### src/rtl/match_timer.sv
// Scoreboard match clock: BCD MM:SS up/down counter with prescaler,
// run control, clamped preset load and one-cycle tick/expiry pulses.
module match_timer #(
    parameter int CLK_FREQ     = 25000000,
    parameter int PRESC_W      = 25,
    parameter int MAX_MIN_TENS = 9
) (
    input  logic       clk_tm,
    input  logic       rst_tm,
    input  logic       start,
    input  logic       stop,
    input  logic       clear,
    input  logic       load,
    input  logic       dir_down,
    input  logic [3:0] preset_min_tens,
    input  logic [3:0] preset_min_units,
    input  logic [2:0] preset_sec_tens,
    input  logic [3:0] preset_sec_units,
    output logic [3:0] min_tens,
    output logic [3:0] min_units,
    output logic [2:0] sec_tens,
    output logic [3:0] sec_units,
    output logic       running,
    output logic       tick_1hz,
    output logic       done
);

    localparam logic [PRESC_W-1:0] PRESC_TC = PRESC_W'(CLK_FREQ - 1);
    localparam logic [3:0]         MT_MAX   = 4'(MAX_MIN_TENS);

    logic [PRESC_W-1:0] presc;

    logic [3:0] ld_mt;
    logic [3:0] ld_mu;
    logic [2:0] ld_st;
    logic [3:0] ld_su;

    logic [3:0] up_mt;
    logic [3:0] up_mu;
    logic [2:0] up_st;
    logic [3:0] up_su;

    logic [3:0] dn_mt;
    logic [3:0] dn_mu;
    logic [2:0] dn_st;
    logic [3:0] dn_su;

    logic at_zero;
    logic at_max;
    logic up_to_max;
    logic dn_to_zero;
    logic presc_wrap;
    logic can_run;

    assign ld_mt = (preset_min_tens  > MT_MAX) ? MT_MAX : preset_min_tens;
    assign ld_mu = (preset_min_units > 4'd9)   ? 4'd9   : preset_min_units;
    assign ld_st = (preset_sec_tens  > 3'd5)   ? 3'd5   : preset_sec_tens;
    assign ld_su = (preset_sec_units > 4'd9)   ? 4'd9   : preset_sec_units;

    assign at_zero = (min_tens == 4'd0) && (min_units == 4'd0) &&
                     (sec_tens == 3'd0) && (sec_units == 4'd0);

    assign at_max = (min_tens == MT_MAX) && (min_units == 4'd9) &&
                    (sec_tens == 3'd5)   && (sec_units == 4'd9);

    assign up_to_max = (up_mt == MT_MAX) && (up_mu == 4'd9) &&
                       (up_st == 3'd5)   && (up_su == 4'd9);

    assign dn_to_zero = (dn_mt == 4'd0) && (dn_mu == 4'd0) &&
                        (dn_st == 3'd0) && (dn_su == 4'd0);

    assign presc_wrap = (presc == PRESC_TC);

    // A start only takes hold if the current direction has room to move.
    assign can_run = dir_down ? !at_zero : !at_max;

    always_comb begin
        up_mt = min_tens;
        up_mu = min_units;
        up_st = sec_tens;
        up_su = sec_units;
        if (sec_units != 4'd9) begin
            up_su = sec_units + 4'd1;
        end else begin
            up_su = 4'd0;
            if (sec_tens != 3'd5) begin
                up_st = sec_tens + 3'd1;
            end else begin
                up_st = 3'd0;
                if (min_units != 4'd9) begin
                    up_mu = min_units + 4'd1;
                end else begin
                    up_mu = 4'd0;
                    up_mt = min_tens + 4'd1;
                end
            end
        end
    end

    always_comb begin
        dn_mt = min_tens;
        dn_mu = min_units;
        dn_st = sec_tens;
        dn_su = sec_units;
        if (sec_units != 4'd0) begin
            dn_su = sec_units - 4'd1;
        end else begin
            dn_su = 4'd9;
            if (sec_tens != 3'd0) begin
                dn_st = sec_tens - 3'd1;
            end else begin
                dn_st = 3'd5;
                if (min_units != 4'd0) begin
                    dn_mu = min_units - 4'd1;
                end else begin
                    dn_mu = 4'd9;
                    dn_mt = min_tens - 4'd1;
                end
            end
        end
    end

    always_ff @(posedge clk_tm or posedge rst_tm) begin
        if (rst_tm) begin
            min_tens  <= '0;
            min_units <= '0;
            sec_tens  <= '0;
            sec_units <= '0;
            presc     <= '0;
            running   <= 1'b0;
            tick_1hz  <= 1'b0;
            done      <= 1'b0;
        end else begin
            tick_1hz <= 1'b0;
            done     <= 1'b0;
            priority case (1'b1)
                clear: begin
                    {min_tens, min_units, sec_tens, sec_units} <= '0;
                    presc   <= '0;
                    running <= 1'b0;
                end
                load: begin
                    {min_tens, min_units, sec_tens, sec_units} <=
                        {ld_mt, ld_mu, ld_st, ld_su};
                    presc   <= '0;
                    running <= 1'b0;
                end
                stop: begin
                    running <= 1'b0;
                end
                running: begin
                    if (presc_wrap) begin
                        presc    <= '0;
                        tick_1hz <= 1'b1;
                        // A step with no room (direction flipped at a
                        // limit) holds the digits and ends the run.
                        if (dir_down) begin
                            if (at_zero || dn_to_zero) begin
                                done    <= 1'b1;
                                running <= 1'b0;
                            end
                            if (!at_zero) begin
                                {min_tens, min_units, sec_tens, sec_units} <=
                                    {dn_mt, dn_mu, dn_st, dn_su};
                            end
                        end else begin
                            if (at_max || up_to_max) begin
                                done    <= 1'b1;
                                running <= 1'b0;
                            end
                            if (!at_max) begin
                                {min_tens, min_units, sec_tens, sec_units} <=
                                    {up_mt, up_mu, up_st, up_su};
                            end
                        end
                    end else begin
                        presc <= presc + 1'b1;
                    end
                end
                start: begin
                    running <= can_run;
                end
                default: begin
                end
            endcase
        end
    end

endmodule

### config.mk
export PLATFORM = sky130hd
export DESIGN_NAME = match_timer
export DESIGN_NICKNAME = d
export VERILOG_FILES = /design/src/rtl/match_timer.sv
export SDC_FILE = /design/constraint.sdc
export NUM_CORES = 1
export LEC_CHECK = 0
export CAP_MARGIN = 25
export CORE_MARGIN = 2
export CORE_UTILIZATION = 55
export CTS_CLUSTER_SIZE = 14
export DETAILED_ROUTE_END_ITERATION = 8
export PLACE_DENSITY = 0.82
export REMOVE_ABC_BUFFERS = 1
export SYNTH_ARGS = -nofsm -noshare
export SYNTH_HDL_FRONTEND = slang
export SYNTH_SLANG_ARGS = --single-unit
### constraint.sdc
create_clock -name clk_tm -period 2.39 [get_ports clk_tm]
set_input_delay 0.478 -clock clk_tm [delete_from_list [all_inputs] [get_ports clk_tm]]
set_output_delay 0.478 -clock clk_tm [all_outputs]
set_load 0.03 [all_outputs]
# --- Word-level counts from Yosys, hierarchy flattened ---
# Index checks and enable logic that the tools add are counted.
op_classes:
  add_sub_neg: 9
  order_cmp: 4
  eq_ne: 15
  mux: 82
  reduce_logical: 31
ops:
  columns: ["op", "count"]
  rows:
  - ["$mux W4", 41]
  - ["$mux W25", 5]
  - ["$mux W3", 13]
  - ["$add A25 B1 Y25 const B", 1]
  - ["$eq A25 B25 Y1 const B", 1]
  - ["$eq A4 B4 Y1 const B", 6]
  - ["$logic_not A4 Y1", 6]
  - ["$mux W1", 23]
  - ["$ne A4 B4 Y1 const B", 4]
  - ["$add A4 B1 Y4 const B", 3]
  - ["$gt A4 B4 Y1 const B", 3]
  - ["$logic_and A1 B1 Y1", 12]
  - ["$sub A4 B1 Y4 const B", 3]
  - ["$reduce_bool A3 Y1", 3]
  - ["$reduce_bool A4 Y1", 2]
  - ["$eq A3 B3 Y1 const B", 2]
  - ["$logic_not A3 Y1", 2]
  - ["$reduce_and A5 Y1", 1]
  - ["$add A3 B1 Y3 const B", 1]
  - ["$gt A3 B3 Y1 const B", 1]
  - ["$ne A3 B1 Y1 const B", 1]
  - ["$ne A3 B3 Y1 const B", 1]
  - ["$sub A3 B1 Y3 const B", 1]
  - ["$logic_not A1 Y1", 2]
  - ["other kinds (2)", 3]
totals:
  regBits: 43
  in_bits: 22
  elab_cells: 149

# --- Longest topological paths before layout ---
# Gate-level depths: netlist of run 1.
logic_depth:
  depth_word: 16
  depth_mapped: 9
  depth_no_buf: 7

# --- Least setup slack after synthesis of run 1 ---
# No wires, ideal clock.
synth_timing:
  kind: "flip-flop to flip-flop"
  startpoint: "register sec_tens[1]"
  endpoint: "register min_units[2]"
  setup_time_ps: 118
  arrival_time_ps: 2108
  required_time_ps: 2272
  slack_ps: 163
  stages_incl_launch_ff: 10
  n_path_buf: 3
  path_cell_list: "dfrtp_1 -> buf_2 -> nor4_2 -> and2_1 -> buf_2 -> a32o_1 -> o21a_4 -> buf_6 -> a211oi_2 -> a21o_1"
synth_between:
  elab_chain_cells: 10
synth_lines:
  columns: ["element", "line_no", "source"]
  rows:
  - ["from (decl)", "21", "output logic [2:0] sec_tens,"]
  - ["from (signal assigned)", "143", "{min_tens, min_units, sec_tens, sec_units} <="]
  - ["from (signal assigned)", "163", "{min_tens, min_units, sec_tens, sec_units} <="]
  - ["from (signal assigned)", "172", "{min_tens, min_units, sec_tens, sec_units} <="]
  - ["$ne A3 B3 Y1 or $reduce_bool A3 Y1 (tied branches)", "86, 109", null]
  - ["$mux W4, on equally long branches", "86, 109", null]
  - ["$mux W4, on equally long branches", "82, 105", null]
  - ["$mux W4, on equally long branches", "171, 162", null]
  - ["$mux W4", "157", "if (dir_down) begin"]
  - ["$mux W4", "152", "if (presc_wrap) begin"]
  - ["$mux W4 (4 in a row)", "136", "priority case (1'b1)"]
  - ["to (signal assigned)", "143", null]
  - ["to (signal assigned)", "163", null]
  - ["to (signal assigned)", "172", null]
  - ["to (decl)", "20", "output logic [3:0] min_units,"]
# Several ways; a longest one is shown, not always the timed one. The select of a mux whose other input is x is not followed.
# A chain may end at the register's enable or synchronous reset.

# --- Worst setup path in the final report of run 1 ---
layout_timing:
  startpoint: "register presc[0]"
  endpoint: "register sec_units[0]"
layout_between:
  elab_chain_cells: 3
layout_lines:
  columns: ["element", "line_no", "source"]
  rows:
  - ["from (decl)", "31", "logic [PRESC_W-1:0] presc;"]
  - ["from (signal assigned)", "177", "presc <= presc + 1'b1;"]
  - ["$eq A25 B25 Y1", "72", "assign presc_wrap = (presc == PRESC_TC);"]
  - ["$reduce_bool A3 Y1 (no source line)", null, null]
  - ["$reduce_and A5 Y1 (no source line)", null, null]
  - ["to (signal assigned)", "143", null]
  - ["to (signal assigned)", "163", null]
  - ["to (signal assigned)", "172", null]
  - ["to (decl)", "22", "output logic [3:0] sec_units,"]
# No other way between the ends.

==> results.md, run 1 <==
- Status: finished, final reports clean
- Initial antenna violation count: 0
- Max Fclk: ~440 MHz
- Slew @ Worst Pin: around 0.64 ns
- Post-synthesis cell count: between 300 and 400
- Die Ht: around 79 µm
- Max-cap violations: 0
- Die width: about 80 µm
- R2r endpoint: sec_units[0]
- Commonest non-fill, non-tap cells in the layout: nor2_1, dfrtp_1, clkdlybuf4s50_1, buf_4, nand2_1
- Register bit total from synthesis: 43
- Drt initial violations: around 190
- Reg2reg start: presc[0]
- CTS clk-pin slew, worst paths: ~0.09 ns
- CP max-delay cell: dfrtp_1
- Worst EP required: 2.61 ns
- Number of max-slew violations in the final report: 0
- Vias in the first global route: ~2700
- CP max FO: 5
- Via count: 2959
- Place WS: -0.168 ns
- PnR worst setup slack: 0.133 ns
- GR Util All Layers: 0.265
- Max-slew headroom: 0.570
- CTS Root Cell: clkbuf_8
- CTS Buf Count: 5
- DP Wirelength: between 5000 and 6000 µm
- CP startpoint kind: register
- Synthesis Warnings: 0
- CTS max path bufs: 2
- Largest net degree at the start of global routing: 44
- Worst-skew pair later-pin latency: a little over 0.3 ns
- Die area: 6190 µm²
- Clock H-tree levels: 2
- # clock sinks: 43
- WP buf/inv: 1
- Fin crit period: roughly 2.3 ns
- Crit path DAT: 2.48 ns
- P&R area growth vs syn: 23.2%
- Share of layout cells above drive strength 1: 0.138
- # diodes: 0
- GR Overflow Total: 0
- Post-Syn Area: 3070 µm²
- Pwr dens: ~450 nW/µm²
- # rows: 27
- Hold buffers post-CTS: 0
- Most common cell after layout, fill and taps aside: nor2_1
- Crit-path max cell delay: approximately 0.40 ns
- Final Util: 0.695
- CP dominant cell by count: or3_4
- EDFF count, synth: 0
- Final hold vios: 0
- IO Count: 40
- First-pass GRT wire length: ~13000 µm
- CTS tree: done
- Antenna viol nets, final: 0
- Initial DRT Pass Iterations: 5
- Crit-path cells: ha_1, nand4_1, or3_4, or3_4, buf_4, nor2_4, xnor2_1, a211oi_1
- Number of setup buffers added after CTS: 0
- Max VDD drop: around 340 µV
- Post-route setup TNS: 0 ns
- Reg2Reg Depth: 8
- Final Cycle Share: 0.944
- Vias/cell: around 6
- Leakage: between 1.5 and 2 nW
- # DRC: 0
- Clk_skew: around 0.0070 ns
- Average size of a mapped cell: between 8 and 9 µm²
- Initial Util: 0.564
- Final wirelength: between 7000 and 8000 µm
- PortBufs: 39
- Seq/Total Area, Yosys: 0.351
- Core Area: between 5000 and 6000 µm²
- CP delay by family, top: simple AND/OR/NAND/NOR gates
- Worst hold slack: 0.501 ns
- Prevailing post-synth register cell: dfrtp_1
- Final RePlAce weighted congestion: between 0.9 and 1
- R2r setup slk: roughly 0.13 ns
- Worst hold path type: primary input to asynchronous set/reset pin
- WL/cell: approximately 16 µm
- NumNets Final: approximately 440
- Netlist cell types: slightly below 70
- Async SR Flop Fraction: 1.00
- # setup viols final: 0
- Setup CP Type: register to register
- CP endpoint kind: register
## state kept, by name (all words and copies together) (netlist names)
name       count
done           1
sec_units      4
tick_1hz       1
running        1
presc         25
sec_tens       3
min_units      4
min_tens       4
## repair_timing
action / CTS / global route
pin swaps: 0 / 0
gates resized for setup: 1 / 1
setup endpoints to repair: 1 / 5
## where the power goes
| part | internal, mW | switching, mW | leakage (nW) | total (mW) |
|---|---|---|---|---|
| logic | 0.189 | 0.249 | 0.882 | 0.437 |
| clock network | 0.205 | 0.278 | 0.0412 | 0.483 |
| registers | 0.746 | 0.0262 | 0.589 | 0.772 |
## worst max path at each step
stage / start / end / slack, ns / cells past startpoint
3_5_place_dp: load / sec_units[0] / -0.17 / 8
2_1_floorplan: sec_units[0] / min_tens[0] / 0.17 / 6
4_1_cts: presc[0] / sec_units[0] / 0.09 / 8
5_1_grt: sec_units[1] / running / -0.001 / 5
3_3_place_gp: load / sec_units[0] / -0.15 / 8
6_report: presc[0] / sec_units[0] / 0.13 / 8
## metal layers
| metal | vias to the layer above | routed length [µm] | GRT usage |
|---|---|---|---|
| li1 | 1411 | - | - |
| met1 | 1403 | 3630 | 0.376 |
| met2 | 123 | 3500 | 0.409 |
| met3 | 22 | 572 | 0.0517 |
| met4 | 0 | 153 | 0.0825 |
| met5 | - | 0 | 0 |
## metrics by stage
| stage | total power, mW | area, µm² | cells |
|---|---|---|---|
| floorplan | 1.02 | 2950 | 334 |
| finish | 1.69 | 3780 | 485 |
| CTS | 1.68 | 3770 | 485 |
| detailed placement | 1.22 | 3680 | 477 |
| global route | 1.76 | 3780 | 485 |
| global placement | 1.21 | 3680 | 477 |
## Yosys cell counts, types with 4 or more instances
library cell / instances / share of area
xnor2_1: 12 / 0.034
and2_1: 5 / 0.010
ha_1: 5 / 0.020
nand2_1: 27 / 0.033
o41ai_1: 4 / 0.011
nor2_1: 50 / 0.061
o21ai_0: 16 / 0.026
nor3b_1: 5 / 0.012
dfrtp_1: 43 / 0.35
nor3_1: 11 / 0.018
buf_2: 9 / 0.015
xor2_1: 17 / 0.049
a211oi_1: 6 / 0.015
a21oi_1: 12 / 0.020
nand3_1: 11 / 0.018
nand4_1: 11 / 0.022
inv_1: 12 / 0.015
and3_1: 5 / 0.010
a31oi_1: 4 / 0.0082
nand3b_1: 4 / 0.0098
clkbuf_1: 12 / 0.015
## kinds of logic (layout without fill, tap and decap cells)
group | Yosys count | after routing | synth area share
buffers and inverters | 36 | 91 | 0.0526
XOR/XNOR | 29 | 29 | 0.0828
adder cells (fa/ha/maj) | 5 | 5 | 0.0204
multiplexers | 4 | 4 | 0.0135
flip-flops | 43 | 43 | 0.351
AO/OA/AOI/OAI | 78 | 78 | 0.191
AND/OR/NAND/NOR | 163 | 163 | 0.289
## worst min-delay path, cell delays in order
cell and delay, ns:
clkdlybuf4s50_1 0.40, clkinv_1 0.07, buf_12 0.24
## area by class of cell
| cell class | instances | area [µm²] |
|---|---|---|
| Inverter | 12 | 45.0 |
| Sequential cell | 43 | 1080 |
| Fill cell | 433 | 1660 |
| Tap cell | 72 | 90.1 |
| Multi-Input combinational cell | 279 | 1840 |
| Clock buffer | 6 | 72.6 |
| Timing Repair Buffer | 71 | 643 |
| Clock inverter | 2 | 12.5 |
Note: power is estimated with default switching activity, not from simulation.
==> run 2, diff against run 1 <==
--- a/config.mk
+++ b/config.mk
@@ -8,8 +8,10 @@
 export CAP_MARGIN = 25
 export CORE_MARGIN = 2
 export CORE_UTILIZATION = 55
+export CTS_CLUSTER_DIAMETER = 30
 export CTS_CLUSTER_SIZE = 14
 export DETAILED_ROUTE_END_ITERATION = 8
+export MAX_ROUTING_LAYER = met4
 export PLACE_DENSITY = 0.82
 export REMOVE_ABC_BUFFERS = 1
 export SYNTH_ARGS = -nofsm -noshare
==> results.md, run 2 (synthesis results as in run 1) <==
- Status: finished, final reports clean
- CP dominant cell by count: or3_4
- Crit-path max cell delay: 0.40 ns
- Max VDD drop: 381 µV
- Via count: about 3000
- Final Instance Area: 3770 µm²
- Final hold vios: 0
- P&R area growth vs syn: 22.8%
- Max-cap violations: 0
- Max reg flops: 25
- # setup viols final: 0
- CP endpoint kind: register
- Die area: about 6200 µm²
- Setup CP Type: register to register
- Die Ht: between 70 and 80 µm
- CTS Buf Count: 5
- Antenna viol nets, final: 0
- Worst hold path type: register to register
- Largest net degree at the start of global routing: 44
- CP max FO: 5
- NumNets Final: about 440
- WP buf/inv: 1
- Commonest non-fill, non-tap cells in the layout: nor2_1, dfrtp_1, clkdlybuf4s50_1, buf_4, nand2_1
- Storage cell area: roughly 1100 µm²
- Worst hold slack: 0.514 ns
- Final RePlAce weighted congestion: roughly 1
- Worst-skew pair later-pin latency: between 0.3 and 0.4 ns
- Initial Util: 0.564
- PortBufs: 39
- # clock sinks: 43
- Clk_skew: 0.0154 ns
- CP delay by family, top: simple AND/OR/NAND/NOR gates
- Cts repair resizes: 0
- Core Area: ~5400 µm²
- Drt initial violations: ~210
- WL/cell: ~17 µm
- CTS Root Cell: clkbuf_8
- Vias/cell: slightly above 6
- # DRC: 0
- Final Util: 0.693
- Share of layout cells above drive strength 1: 0.138
- Final Cycle Share: 0.937
- # diodes: 0
- CP startpoint kind: register
- Crit-path cells: ha_1, nand4_1, or3_4, or3_4, buf_4, nor2_4, xnor2_1, a211oi_1
- Number of setup buffers added after CTS: 0
- Slew @ Worst Pin: ~0.65 ns
- CTS clk-pin slew, worst paths: about 0.080 ns
- CTS max path bufs: 2
- Area of the multi-input gates: between 1500 and 2000 µm²
- Max Fclk: 447 MHz
- Leakage: 1.51 nW
- GR Util All Layers: 0.288
- Initial antenna violation count: 0
- Crit path DAT: between 2 and 2.5 ns
- # fillers: roughly 450
- Fin crit period: roughly 2.2 ns
- GR Overflow Total: 0
- DP Wirelength: approximately 5700 µm
- Final wirelength: 8010 µm
- Max-slew headroom: 0.564
- CP max-delay cell: dfrtp_1
- IO Count: 40
- Die width: around 79 µm
- Post-DP Area: roughly 3700 µm²
- RSZ-0062 raised after global routing: no
- CTS tree: done
- Worst EP required: roughly 2.6 ns
- Initial DRT Pass Iterations: 7
- Vias in the first global route: roughly 2900
- # rows: 27
- Clock H-tree levels: 2
- Hold buffers post-CTS: 0
- First-pass GRT wire length: 13900 µm
- Most common cell after layout, fill and taps aside: nor2_1
- Number of max-slew violations in the final report: 0
- Biggest register: presc
- Pwr dens: 447 nW/µm²
run 2: cell counts in the layout (fill, tap and decap cells not counted):
No cell type changed its count.
run 2: final timing paths:
check	depth (start not counted)	start	endpoint	slack [ns]
worst max-delay path	8	presc[1]	sec_units[0]	0.15
worst min-delay path	1	presc[0]	presc[0]	0.51
worst max register to register	8	presc[1]	sec_units[0]	0.15
worst min register to register	1	presc[0]	presc[0]	0.51
max in group asynchronous	3	rst_tm	presc[23]	1.37
min in group asynchronous	3	rst_tm	min_units[1]	0.61
run 2: worst reg2reg max path: cells and delay by family (launching register included):
| family | cells | cell delay (ns) |
|---|---|---|
| buf+inv | 1 | 0.17 |
| simple gates | 4 | 1.06 |
| flops | 1 | 0.40 |
| compound gates | 1 | 0.23 |
| fa+ha+maj | 1 | 0.21 |
| xor+xnor | 1 | 0.11 |
run 2: final cells by class:
type                            instances  area share
Timing Repair Buffer                   71       0.167
Sequential cell                        43       0.286
Multi-Input combinational cell        279       0.489
Inverter                               12      0.0120
Clock buffer                            6      0.0193
Clock inverter                          2     0.00332
Tap cell                               72      0.0239
run 2: where the power goes:
part / internal, mW / total, mW / switching (mW)
logic: 0.187 / 0.435 / 0.248
clock network: 0.205 / 0.477 / 0.272
registers: 0.746 / 0.773 / 0.0267
run 2: layer usage:
metal	vias to the layer above	part of all wire	track usage	wire length (µm)
met5	-	0	-	0
met4	0	0.016	0.0737	126
met3	17	0.071	0.0506	567
met2	150	0.45	0.427	3630
met1	1428	0.46	0.411	3680
li1	1412	-	-	-
run 2: per-stage QoR:
step	setup slack, ns	total power, mW	std cells	setup TNS, ns
2_1_floorplan	0.172	1.02	334	0
3_3_place_gp	-0.159	1.21	477	-0.618
3_5_place_dp	-0.198	1.21	477	-1.91
4_1_cts	0.0226	1.69	485	0
5_1_grt	0.0125	1.76	485	0
6_report	0.151	1.68	485	0
